$ cat config.mk
export PLATFORM = sky130hd
export DESIGN_NAME = bch_decode_ctrl
export DESIGN_NICKNAME = d
export VERILOG_FILES = /design/src/rtl/bch_pkg.sv /design/src/rtl/bch_cbm_block.sv /design/src/rtl/bch_chien_step.sv /design/src/rtl/gf_multiplier.sv /design/src/rtl/bch_decode_ctrl.sv
export SDC_FILE = /design/constraint.sdc
export NUM_CORES = 1
export LEC_CHECK = 0
export CORE_ASPECT_RATIO = 0.5
export CORE_UTILIZATION = 60
export DETAILED_ROUTE_END_ITERATION = 16
export PLACE_DENSITY = 0.82
export SETUP_SLACK_MARGIN = 0.5
export SYNTH_ARGS = -nofsm -noshare
export SYNTH_HDL_FRONTEND = slang
export SYNTH_SLANG_ARGS = --single-unit
$ cat constraint.sdc
create_clock -name clk -period 8.8 [get_ports clk]
set_clock_uncertainty 0.05 [all_clocks]
set_input_delay 2.64 -clock clk [delete_from_list [all_inputs] [get_ports clk]]
set_output_delay 2.64 -clock clk [all_outputs]
set_load 0.02 [all_outputs]
$ cat src/rtl/bch_pkg.sv
// Shared types, constants and GF(16) helpers for the BCH(15,7) t=2 decoder.
// Field is GF(2^4) generated by x^4+x+1; addition is XOR.
package bch_pkg;

    localparam int N = 15;
    localparam int K = 7;
    localparam int M = 4;

    localparam logic [4:0] GF_POLY = 5'b10011;

    typedef logic [3:0] gf_t;

    localparam gf_t ALPHA      = 4'b0010;
    localparam gf_t ALPHA3     = 4'b1000;
    localparam gf_t ALPHA_INV  = 4'b1001;
    localparam gf_t ALPHA_INV2 = 4'b1101;

    typedef enum logic [2:0] {
        ST_IDLE,
        ST_SYND,
        ST_KES,
        ST_CHIEN,
        ST_DONE
    } state_t;

    // Carry-less multiply followed by reduction modulo GF_POLY.
    function automatic gf_t gf_mul(input gf_t a, input gf_t b);
        logic [6:0] p;
        p = '0;
        for (int i = 0; i < 4; i++) begin
            if (b[i]) p = p ^ (7'(a) << i);
        end
        for (int i = 6; i >= 4; i--) begin
            if (p[i]) p = p ^ (7'(GF_POLY) << (i - 4));
        end
        return p[3:0];
    endfunction

endpackage

$ cat src/rtl/bch_cbm_block.sv
// Error-locator coefficients for a t=2 BCH code from S1, S2, S3.
// lambda1 = S1, lambda2 = S3/S1 + S2 (zero when S1 is zero).
module bch_cbm_block
    import bch_pkg::*;
(
    input  gf_t i_s1,
    input  gf_t i_s2,
    input  gf_t i_s3,
    output gf_t o_lam1,
    output gf_t o_lam2
);

    // Inverse as x^14 = x^8 * x^4 * x^2.
    function automatic gf_t gf_inv(input gf_t x);
        gf_t x2;
        gf_t x4;
        gf_t x8;
        x2 = gf_mul(x, x);
        x4 = gf_mul(x2, x2);
        x8 = gf_mul(x4, x4);
        return gf_mul(gf_mul(x8, x4), x2);
    endfunction

    gf_t w_inv_s1;

    assign w_inv_s1 = gf_inv(i_s1);
    assign o_lam1   = i_s1;
    assign o_lam2   = (i_s1 == 4'd0) ? 4'd0
                    : (gf_mul(i_s3, w_inv_s1) ^ i_s2);

endmodule

$ cat src/rtl/bch_chien_step.sv
// One Chien search position per enabled cycle.
// Holds lambda1*a^-i and lambda2*a^-2i; flags a root when they sum to 1.
module bch_chien_step
    import bch_pkg::*;
(
    input  logic clk,
    input  logic rst,
    input  logic i_load,
    input  logic i_en,
    input  gf_t  i_lam1,
    input  gf_t  i_lam2,
    output logic o_root
);

    gf_t r_t1;
    gf_t r_t2;
    gf_t w_t1_nxt;
    gf_t w_t2_nxt;

    gf_multiplier u_mul_t1 (
        .i_a (r_t1),
        .i_b (ALPHA_INV),
        .o_p (w_t1_nxt)
    );

    gf_multiplier u_mul_t2 (
        .i_a (r_t2),
        .i_b (ALPHA_INV2),
        .o_p (w_t2_nxt)
    );

    assign o_root = ((4'b0001 ^ r_t1 ^ r_t2) == 4'b0000);

    // Load the locator terms, then step them to the next position.
    always_ff @(posedge clk or posedge rst) begin
        if (rst) begin
            r_t1 <= '0;
            r_t2 <= '0;
        end else if (i_load) begin
            r_t1 <= i_lam1;
            r_t2 <= i_lam2;
        end else if (i_en) begin
            r_t1 <= w_t1_nxt;
            r_t2 <= w_t2_nxt;
        end
    end

endmodule

$ cat src/rtl/gf_multiplier.sv
// Combinational GF(16) multiplier, x^4+x+1 reduction.
// Thin wrapper around the package multiply so it can be instanced.
module gf_multiplier
    import bch_pkg::*;
(
    input  gf_t i_a,
    input  gf_t i_b,
    output gf_t o_p
);

    assign o_p = gf_mul(i_a, i_b);

endmodule

$ cat src/rtl/bch_decode_ctrl.sv
// BCH(15,7) t=2 decode sequencer: serial syndromes, locator, Chien search.
// Define BCH_EARLY_EXIT_EN to skip KES/CHIEN for zero-syndrome words.
module bch_decode_ctrl #(
    parameter int N = 15,
    parameter int K = 7,
    parameter int M = 4
) (
    input  logic         clk,
    input  logic         rst,
    input  logic         in_valid,
    output logic         in_ready,
    input  logic [N-1:0] in_codeword,
    output logic         out_valid,
    input  logic         out_ready,
    output logic [N-1:0] out_codeword,
    output logic [K-1:0] out_msg,
    output logic [1:0]   out_nerr,
    output logic         out_fail,
    output logic         busy
);

    import bch_pkg::*;

    if (N != 15) begin : g_bad_n
        $error("bch_decode_ctrl supports only N = 15");
    end
    if (K != 7 || M != 4) begin : g_bad_km
        $error("bch_decode_ctrl supports only K = 7, M = 4");
    end

    state_t       r_state;
    state_t       w_next;
    logic [N-1:0] r_rx;
    gf_t          r_s1;
    gf_t          r_s3;
    logic [3:0]   r_cnt;
    logic [N-1:0] r_mask;
    logic [1:0]   r_root_cnt;
    logic [1:0]   r_exp_deg;
    logic         r_kes_fail;
    logic         r_in_ready;
    logic         r_busy;
    logic         r_out_valid;
    logic [N-1:0] r_out_cw;
    logic [1:0]   r_out_nerr;
    logic         r_out_fail;

    gf_t  w_s1a;
    gf_t  w_s3a;
    gf_t  w_s2;
    gf_t  w_s1cube;
    gf_t  w_s1_nxt;
    gf_t  w_s3_nxt;
    gf_t  w_lam1;
    gf_t  w_lam2;
    logic w_rbit;
    logic w_root;
    logic w_load;
    logic w_en;
    logic w_fail;

    gf_multiplier u_mul_s1 (
        .i_a (r_s1),
        .i_b (ALPHA),
        .o_p (w_s1a)
    );

    gf_multiplier u_mul_s3 (
        .i_a (r_s3),
        .i_b (ALPHA3),
        .o_p (w_s3a)
    );

    gf_multiplier u_mul_sq (
        .i_a (r_s1),
        .i_b (r_s1),
        .o_p (w_s2)
    );

    gf_multiplier u_mul_cube (
        .i_a (w_s2),
        .i_b (r_s1),
        .o_p (w_s1cube)
    );

    bch_cbm_block u_cbm (
        .i_s1   (r_s1),
        .i_s2   (w_s2),
        .i_s3   (r_s3),
        .o_lam1 (w_lam1),
        .o_lam2 (w_lam2)
    );

    bch_chien_step u_chien (
        .clk    (clk),
        .rst    (rst),
        .i_load (w_load),
        .i_en   (w_en),
        .i_lam1 (w_lam1),
        .i_lam2 (w_lam2),
        .o_root (w_root)
    );

    assign w_rbit   = r_rx[r_cnt];
    assign w_s1_nxt = w_s1a ^ {3'b000, w_rbit};
    assign w_s3_nxt = w_s3a ^ {3'b000, w_rbit};
    assign w_fail   = r_kes_fail || (r_root_cnt != r_exp_deg);

    // Next state and Chien control strobes.
    always_comb begin
        w_next = r_state;
        w_load = 1'b0;
        w_en   = 1'b0;
        unique case (r_state)
            ST_IDLE: begin
                if (in_valid && r_in_ready) w_next = ST_SYND;
            end
            ST_SYND: begin
                if (r_cnt == 4'd0) begin
`ifdef BCH_EARLY_EXIT_EN
                    if (w_s1_nxt == 4'd0 && w_s3_nxt == 4'd0)
                        w_next = ST_DONE;
                    else
                        w_next = ST_KES;
`else
                    w_next = ST_KES;
`endif
                end
            end
            ST_KES: begin
                w_load = 1'b1;
                w_next = ST_CHIEN;
            end
            ST_CHIEN: begin
                w_en = 1'b1;
                if (r_cnt == 4'd14) w_next = ST_DONE;
            end
            ST_DONE: begin
                if (r_out_valid && out_ready) w_next = ST_IDLE;
            end
            default: w_next = ST_IDLE;
        endcase
    end

    // State register plus registered handshake/status flags.
    always_ff @(posedge clk or posedge rst) begin
        if (rst) begin
            r_state    <= ST_IDLE;
            r_in_ready <= 1'b0;
            r_busy     <= 1'b0;
        end else begin
            r_state    <= w_next;
            r_in_ready <= (w_next == ST_IDLE);
            r_busy     <= (w_next != ST_IDLE);
        end
    end

    // Datapath: syndromes, classification, error mask and result.
    always_ff @(posedge clk or posedge rst) begin
        if (rst) begin
            r_rx        <= '0;
            r_s1        <= '0;
            r_s3        <= '0;
            r_cnt       <= '0;
            r_mask      <= '0;
            r_root_cnt  <= '0;
            r_exp_deg   <= '0;
            r_kes_fail  <= 1'b0;
            r_out_valid <= 1'b0;
            r_out_cw    <= '0;
            r_out_nerr  <= '0;
            r_out_fail  <= 1'b0;
        end else begin
            unique case (r_state)
                ST_IDLE: begin
                    if (in_valid && r_in_ready) begin
                        r_rx       <= in_codeword;
                        r_s1       <= '0;
                        r_s3       <= '0;
                        r_cnt      <= 4'd14;
                        r_mask     <= '0;
                        r_root_cnt <= '0;
                        r_exp_deg  <= '0;
                        r_kes_fail <= 1'b0;
                    end
                end
                ST_SYND: begin
                    r_s1  <= w_s1_nxt;
                    r_s3  <= w_s3_nxt;
                    r_cnt <= r_cnt - 4'd1;
                end
                ST_KES: begin
                    r_cnt      <= 4'd0;
                    r_mask     <= '0;
                    r_root_cnt <= '0;
                    if (r_s1 == 4'd0) begin
                        r_exp_deg  <= 2'd0;
                        r_kes_fail <= (r_s3 != 4'd0);
                    end else if (r_s3 == w_s1cube) begin
                        r_exp_deg  <= 2'd1;
                        r_kes_fail <= 1'b0;
                    end else begin
                        r_exp_deg  <= 2'd2;
                        r_kes_fail <= 1'b0;
                    end
                end
                ST_CHIEN: begin
                    if (w_root) begin
                        r_mask[r_cnt] <= ~r_mask[r_cnt];
                        r_root_cnt    <= r_root_cnt + 2'd1;
                    end
                    r_cnt <= r_cnt + 4'd1;
                end
                ST_DONE: begin
                    if (!r_out_valid) begin
                        r_out_valid <= 1'b1;
                        if (w_fail) begin
                            r_out_cw   <= r_rx;
                            r_out_nerr <= 2'd3;
                            r_out_fail <= 1'b1;
                        end else begin
                            r_out_cw   <= r_rx ^ r_mask;
                            r_out_nerr <= r_root_cnt;
                            r_out_fail <= 1'b0;
                        end
                    end else if (out_ready) begin
                        r_out_valid <= 1'b0;
                    end
                end
                default: ;
            endcase
        end
    end

    assign in_ready     = r_in_ready;
    assign busy         = r_busy;
    assign out_valid    = r_out_valid;
    assign out_codeword = r_out_cw;
    assign out_msg      = r_out_cw[N-1:N-K];
    assign out_nerr     = r_out_nerr;
    assign out_fail     = r_out_fail;

endmodule

# Yosys cells after proc, flatten, opt, wreduce, memory -nomap -nowiden
# Cells that the tools add are included.
[word_totals]
register_bits = 79
inputBits = 19
[op_classes]
addsub = 3
magnitude_cmp = 2
n_eq_ne = 9
n_mux = 100
n_bitwise = 63
reduce_logical = 22
[op_table]
columns = ["operator", "n"]
rows = [
  ["two-way mux 7 bit", 19],
  ["two-way mux 4 bit", 24],
  ["NOT 2 bit", 31],
  ["bitwise XOR 7 bit", 7],
  ["two-way mux 15 bit", 3],
  ["case mux 15 bit (3 select lines)", 1],
  ["two-way mux 3 bit", 14],
  ["bitwise XOR 7 x 6 -> 7 bit", 6],
  ["bitwise XOR 4 x 5 -> 5 bit", 7],
  ["two-way mux 2 bit", 16],
  ["case mux 4 bit (2 select lines)", 2],
  ["case mux 4 bit (4 select lines)", 1],
  ["bitwise mux 15 bit", 1],
  ["case mux 3 bit (5 select lines)", 1],
  ["bitwise XOR 15 bit", 1],
  ["zero test 4 bit", 3],
  ["two-way mux 1 bit", 10],
  ["two-way mux 5 bit", 2],
  ["AND reduction 2 bit", 5],
  ["binary-select mux 1 bit (select 4 bit)", 2],
  ["nonzero test 4 bit", 2],
  ["bitwise XOR 4 x 1 -> 4 bit", 2],
  ["bitwise XOR 4 bit", 2],
  ["bitwise XOR 4 x 7 -> 7 bit", 1],
  ["27 further kinds", 36],
]

# Longest topological paths before layout
[depth]
word_depth = 81
mapped_depth = 23
mapped_depth_nobuf = 20

# By module
# Synthesis repeated with hierarchy kept, for this count alone.
[unflattened]
hier_cells = 890
area_unflattened_um2 = 7328.3
[by_module_without_submodules]
columns = ["module", "n_inst", "cells_per_inst", "area_each_um2"]
rows = [
  ["bch_decode_ctrl", 1, 389, 3604.7],
  ["bch_cbm_block", 1, 231, 1715.4],
  ["gf_multiplier", 6, 38, 262.8],
  ["bch_chien_step", 1, 42, 431.7],
]

# Least setup slack after synthesis
# Ideal clock, no wire load.
[synth_timing]
path_type = "reg-to-reg"
startpoint = "register r_s1[3]"
endpoint = "register u_chien.r_t2[1]"
setup_ns = 0.125
arrival_time_ns = 5.238
t_required_ns = 8.625
slack_ns = 3.387
stages_incl_launch_ff = 23
n_path_buf = 4
path_cell_list = "dfrtp_1 clkbuf_1 inv_1 ha_1 clkbuf_1 nor2_1 ha_1 clkbuf_1 buf_1 xnor2_1 ha_1 nand2_1 xor2_1 xnor2_1 o31a_1 nor2_4 mux2_4 nand2_1 xnor3_1 or4_1 nand3_1 xnor2_1 o21ai_1"
[synth_between]
elab_chain_cells = 68
[synth_lines]
columns = ["element", "line", "text"]
rows = [
  ["from (decl)", "bch_decode_ctrl.sv:34", "gf_t r_s1;"],
  ["from (signal assigned)", "bch_decode_ctrl.sv:188", "r_s1 <= w_s1_nxt;"],
  ["parallel branches: the longest is 66 deep, another holds bitwise XOR 7 x 6 -> 7 bit", "n/a", ""],
  ["two-way mux 4 bit *", "bch_cbm_block.sv:28", "assign o_lam2 = (i_s1 == 4'd0) ? 4'd0"],
  ["two-way mux 4 bit *", "bch_chien_step.sv:39", "end else if (i_load) begin"],
  ["to (signal assigned)", "bch_chien_step.sv:41", "r_t2 <= i_lam2;"],
  ["to (signal assigned)", "bch_chien_step.sv:44", "r_t2 <= w_t2_nxt;"],
  ["to (decl)", "bch_chien_step.sv:16", "gf_t r_t2;"],
]
# Every way passes the cells marked *.
# A chain may end at the register's enable or synchronous reset.

# Final worst setup path
# Same ends and word-level chain as after synthesis.

==> flow_summary.json <==
{
  "wl_per_cell_um": 17.21,
  "numCtsBuffers": 9,
  "syn_area_um2": 5776,
  "crit_path_end_kind": "flop",
  "cts.reportedPaths.clkPinSlew_ns": 0.06,
  "whs_ns": 0.4586,
  "cp_cell_sequence": "inv_1 > ha_1 > and2_1 > or3_1 > nand2_1 > xnor2_1 > ha_1 > nand2_1 > xor2_1 > xnor2_1 > o31a_1 > nor2_4 > mux2_4 > nand2_1 > xnor3_1 > or4_1 > nand3_1 > xnor2_1 > o21ai_1",
  "ys_warn_count": 0,
  "drt_pass1_iterations": 7,
  "post-route-util": 0.7238,
  "worst_path_max_delay_cell": "dfrtp_1",
  "syn_area_per_cell_um2": 8.407,
  "syn_to_final_growth_pct": 12.89,
  "avgViaCountPerCell": 6.019,
  "crit_fanout": 21,
  "cts_tree": "done",
  "start_kind": "flop",
  "num_io_pins": 47,
  "dpl_worst_slack_ns": 3.095,
  "finalSetupTns_ns": 0,
  "post-route-drc-count": 0,
  "fmax_mhz": 172.3,
  "path_class": "flop to flop",
  "clock-sinks": 79,
  "die_h_um": 71.38,
  "ys_seq_area_frac": 0.3423,
  "nets": 734,
  "routabilityCongestion": 0.9447,
  "hold_viol_final": 0,
  "relSlewSlack": 0.2020,
  "ctsHoldBuffers": 0,
  "dieArea_um2": 10050,
  "routed-via-count": 4942,
  "drtIter0Drc": 477,
  "initial_utilization": 0.6411,
  "synth_edf_count": 0,
  "insertion_delay_ns": 0.33,
  "drive_gt1_frac": 0.05824,
  "port_buffers": 46,
  "final_antenna_net_count": 0,
  "htree_levels": 3,
  "seq_area_um2": 1977,
  "slowest_delay_ns": 0.74,
  "die_w_um": 140.8,
  "ys_types": 60,
  "track_usage": 0.2948,
  "synthCells": 687,
  "period_share": 0.6594,
  "grt_pass1_vias": 4747,
  "coreArea_um2": 9009,
  "setup_ws_ns": 2.998,
  "dp_hpwl_mm": 9.495,
  "cts_max_path_buffers": 2,
  "final_common_cell": "nand2_1",
  "post_cts_buffers": 0,
  "num_rows": 24,
  "diodes": 0,
  "ys_ff_latch": 79,
  "critPathRequiredTime_ns": 8.96,
  "finalMaxSlewViolations": 0,
  "outcome": "finished clean",
  "grt_remaining_overflow": 0,
  "synth_flop_cell": "dfrtp_1",
  "post_cts_resized": 0,
  "cp.arrival_ns": 5.96,
  "finalCriticalPeriod_ns": 5.802,
  "grt_setup_unrepaired": "false",
  "fill_cells": 670,
  "layout_common_cells": "nand2_1 (111), dfrtp_1 (79), nor2_1 (59)",
  "clockRootBuffer": "clkbuf_16",
  "routed_wl_mm": 14.13,
  "setup_viol": 0,
  "async_flop_share": 1.000,
  "grt_first_pass_wirelength_mm": 23.40,
  "drv_cap": 0,
  "min_path_type": "flop to flop",
  "antenna_found_initial": 0,
  "tightest_slew_ns": 1.197,
  "grt_max_degree": 80,
  "syn_nets": 722,
  "multi_input_area_um2": 3526
}
==> state kept, by name (all words and copies together) (netlist names), 4 cells and up <==
name	count
r_rx	15
u_chien.r_t1	4
r_s3	4
r_s1	4
out_codeword	15
u_chien.r_t2	4
r_mask	15
r_cnt	4
==> path summary, 6_finish.rpt <==
kind / to / cells after the start / slack, ns / start
worst max-delay path: u_chien.r_t2[1]$_DFFE_PP0P_ / 19 / 3.00 / r_s1[3]$_DFFE_PP0P_
worst min-delay path: r_kes_fail$_DFFE_PP0P_ / 2 / 0.46 / r_kes_fail$_DFFE_PP0P_
worst max register to register: u_chien.r_t2[1]$_DFFE_PP0P_ / 19 / 3.00 / r_s1[3]$_DFFE_PP0P_
worst min register to register: r_kes_fail$_DFFE_PP0P_ / 2 / 0.46 / r_kes_fail$_DFFE_PP0P_
max in group asynchronous: out_codeword[10]$_DFFE_PP0P_ / 3 / 5.16 / rst
min in group asynchronous: out_codeword[14]$_DFFE_PP0P_ / 3 / 2.89 / rst
==> cell usage after synthesis (all sizes together), types with 10 or more instances <==
cell,number,share of area
mux2i,20,0.037
nor2b,11,0.012
o21ai,59,0.051
buf,14,0.014
ha,15,0.032
xor2,36,0.055
dfrtp,79,0.34
xnor2,40,0.064
inv,18,0.012
nor2,61,0.041
nor3,15,0.014
nand3,13,0.011
o211ai,10,0.013
nand2,111,0.072
clkbuf,35,0.023
a21oi,42,0.036
==> kinds of logic after synthesis <==
group / share of synthesized area
and+or+nand+nor: 0.1956
AOI/OAI and AO/OA: 0.1737
xor gates and xnor gates: 0.1304
DFF: 0.3423
buffers and inverters: 0.04874
muxes: 0.07322
adders and majority gates: 0.03596
==> metal layers <==
metal,global-route usage,wire length (um)
met1,0.3774,6198
met2,0.5296,7049
met3,0.03877,643
met4,0.08937,240
met5,0,0
==> critical path: cells and delay by family (launching register included) <==
family / cells / cell delay, ns
adders and majority gates: 2 / 0.75
and+or+nand+nor: 8 / 1.87
buffers and inverters: 1 / 0.29
AOI/OAI and AO/OA: 2 / 0.37
DFF: 1 / 0.74
xor gates and xnor gates: 5 / 1.29
muxes: 1 / 0.32
==> layout make-up <==
class	instances	share of cell area
multi-input combinational	541	0.5408
tap	117	0.02245
inverter	18	0.01055
timing repair buffer	50	0.07523
clock inverter	2	0.005757
sequential	79	0.3032
clock buffer	14	0.04203
==> metrics by stage <==
step	cell area [um^2]	instances
floorplan	5776	687
global placement	6208	805
detailed placement	6208	805
CTS	6520	821
global route	6520	821
finish	6520	821
Power is not shown: default switching activity piles up to over one toggle a cycle in this logic, so the estimate is an artifact.
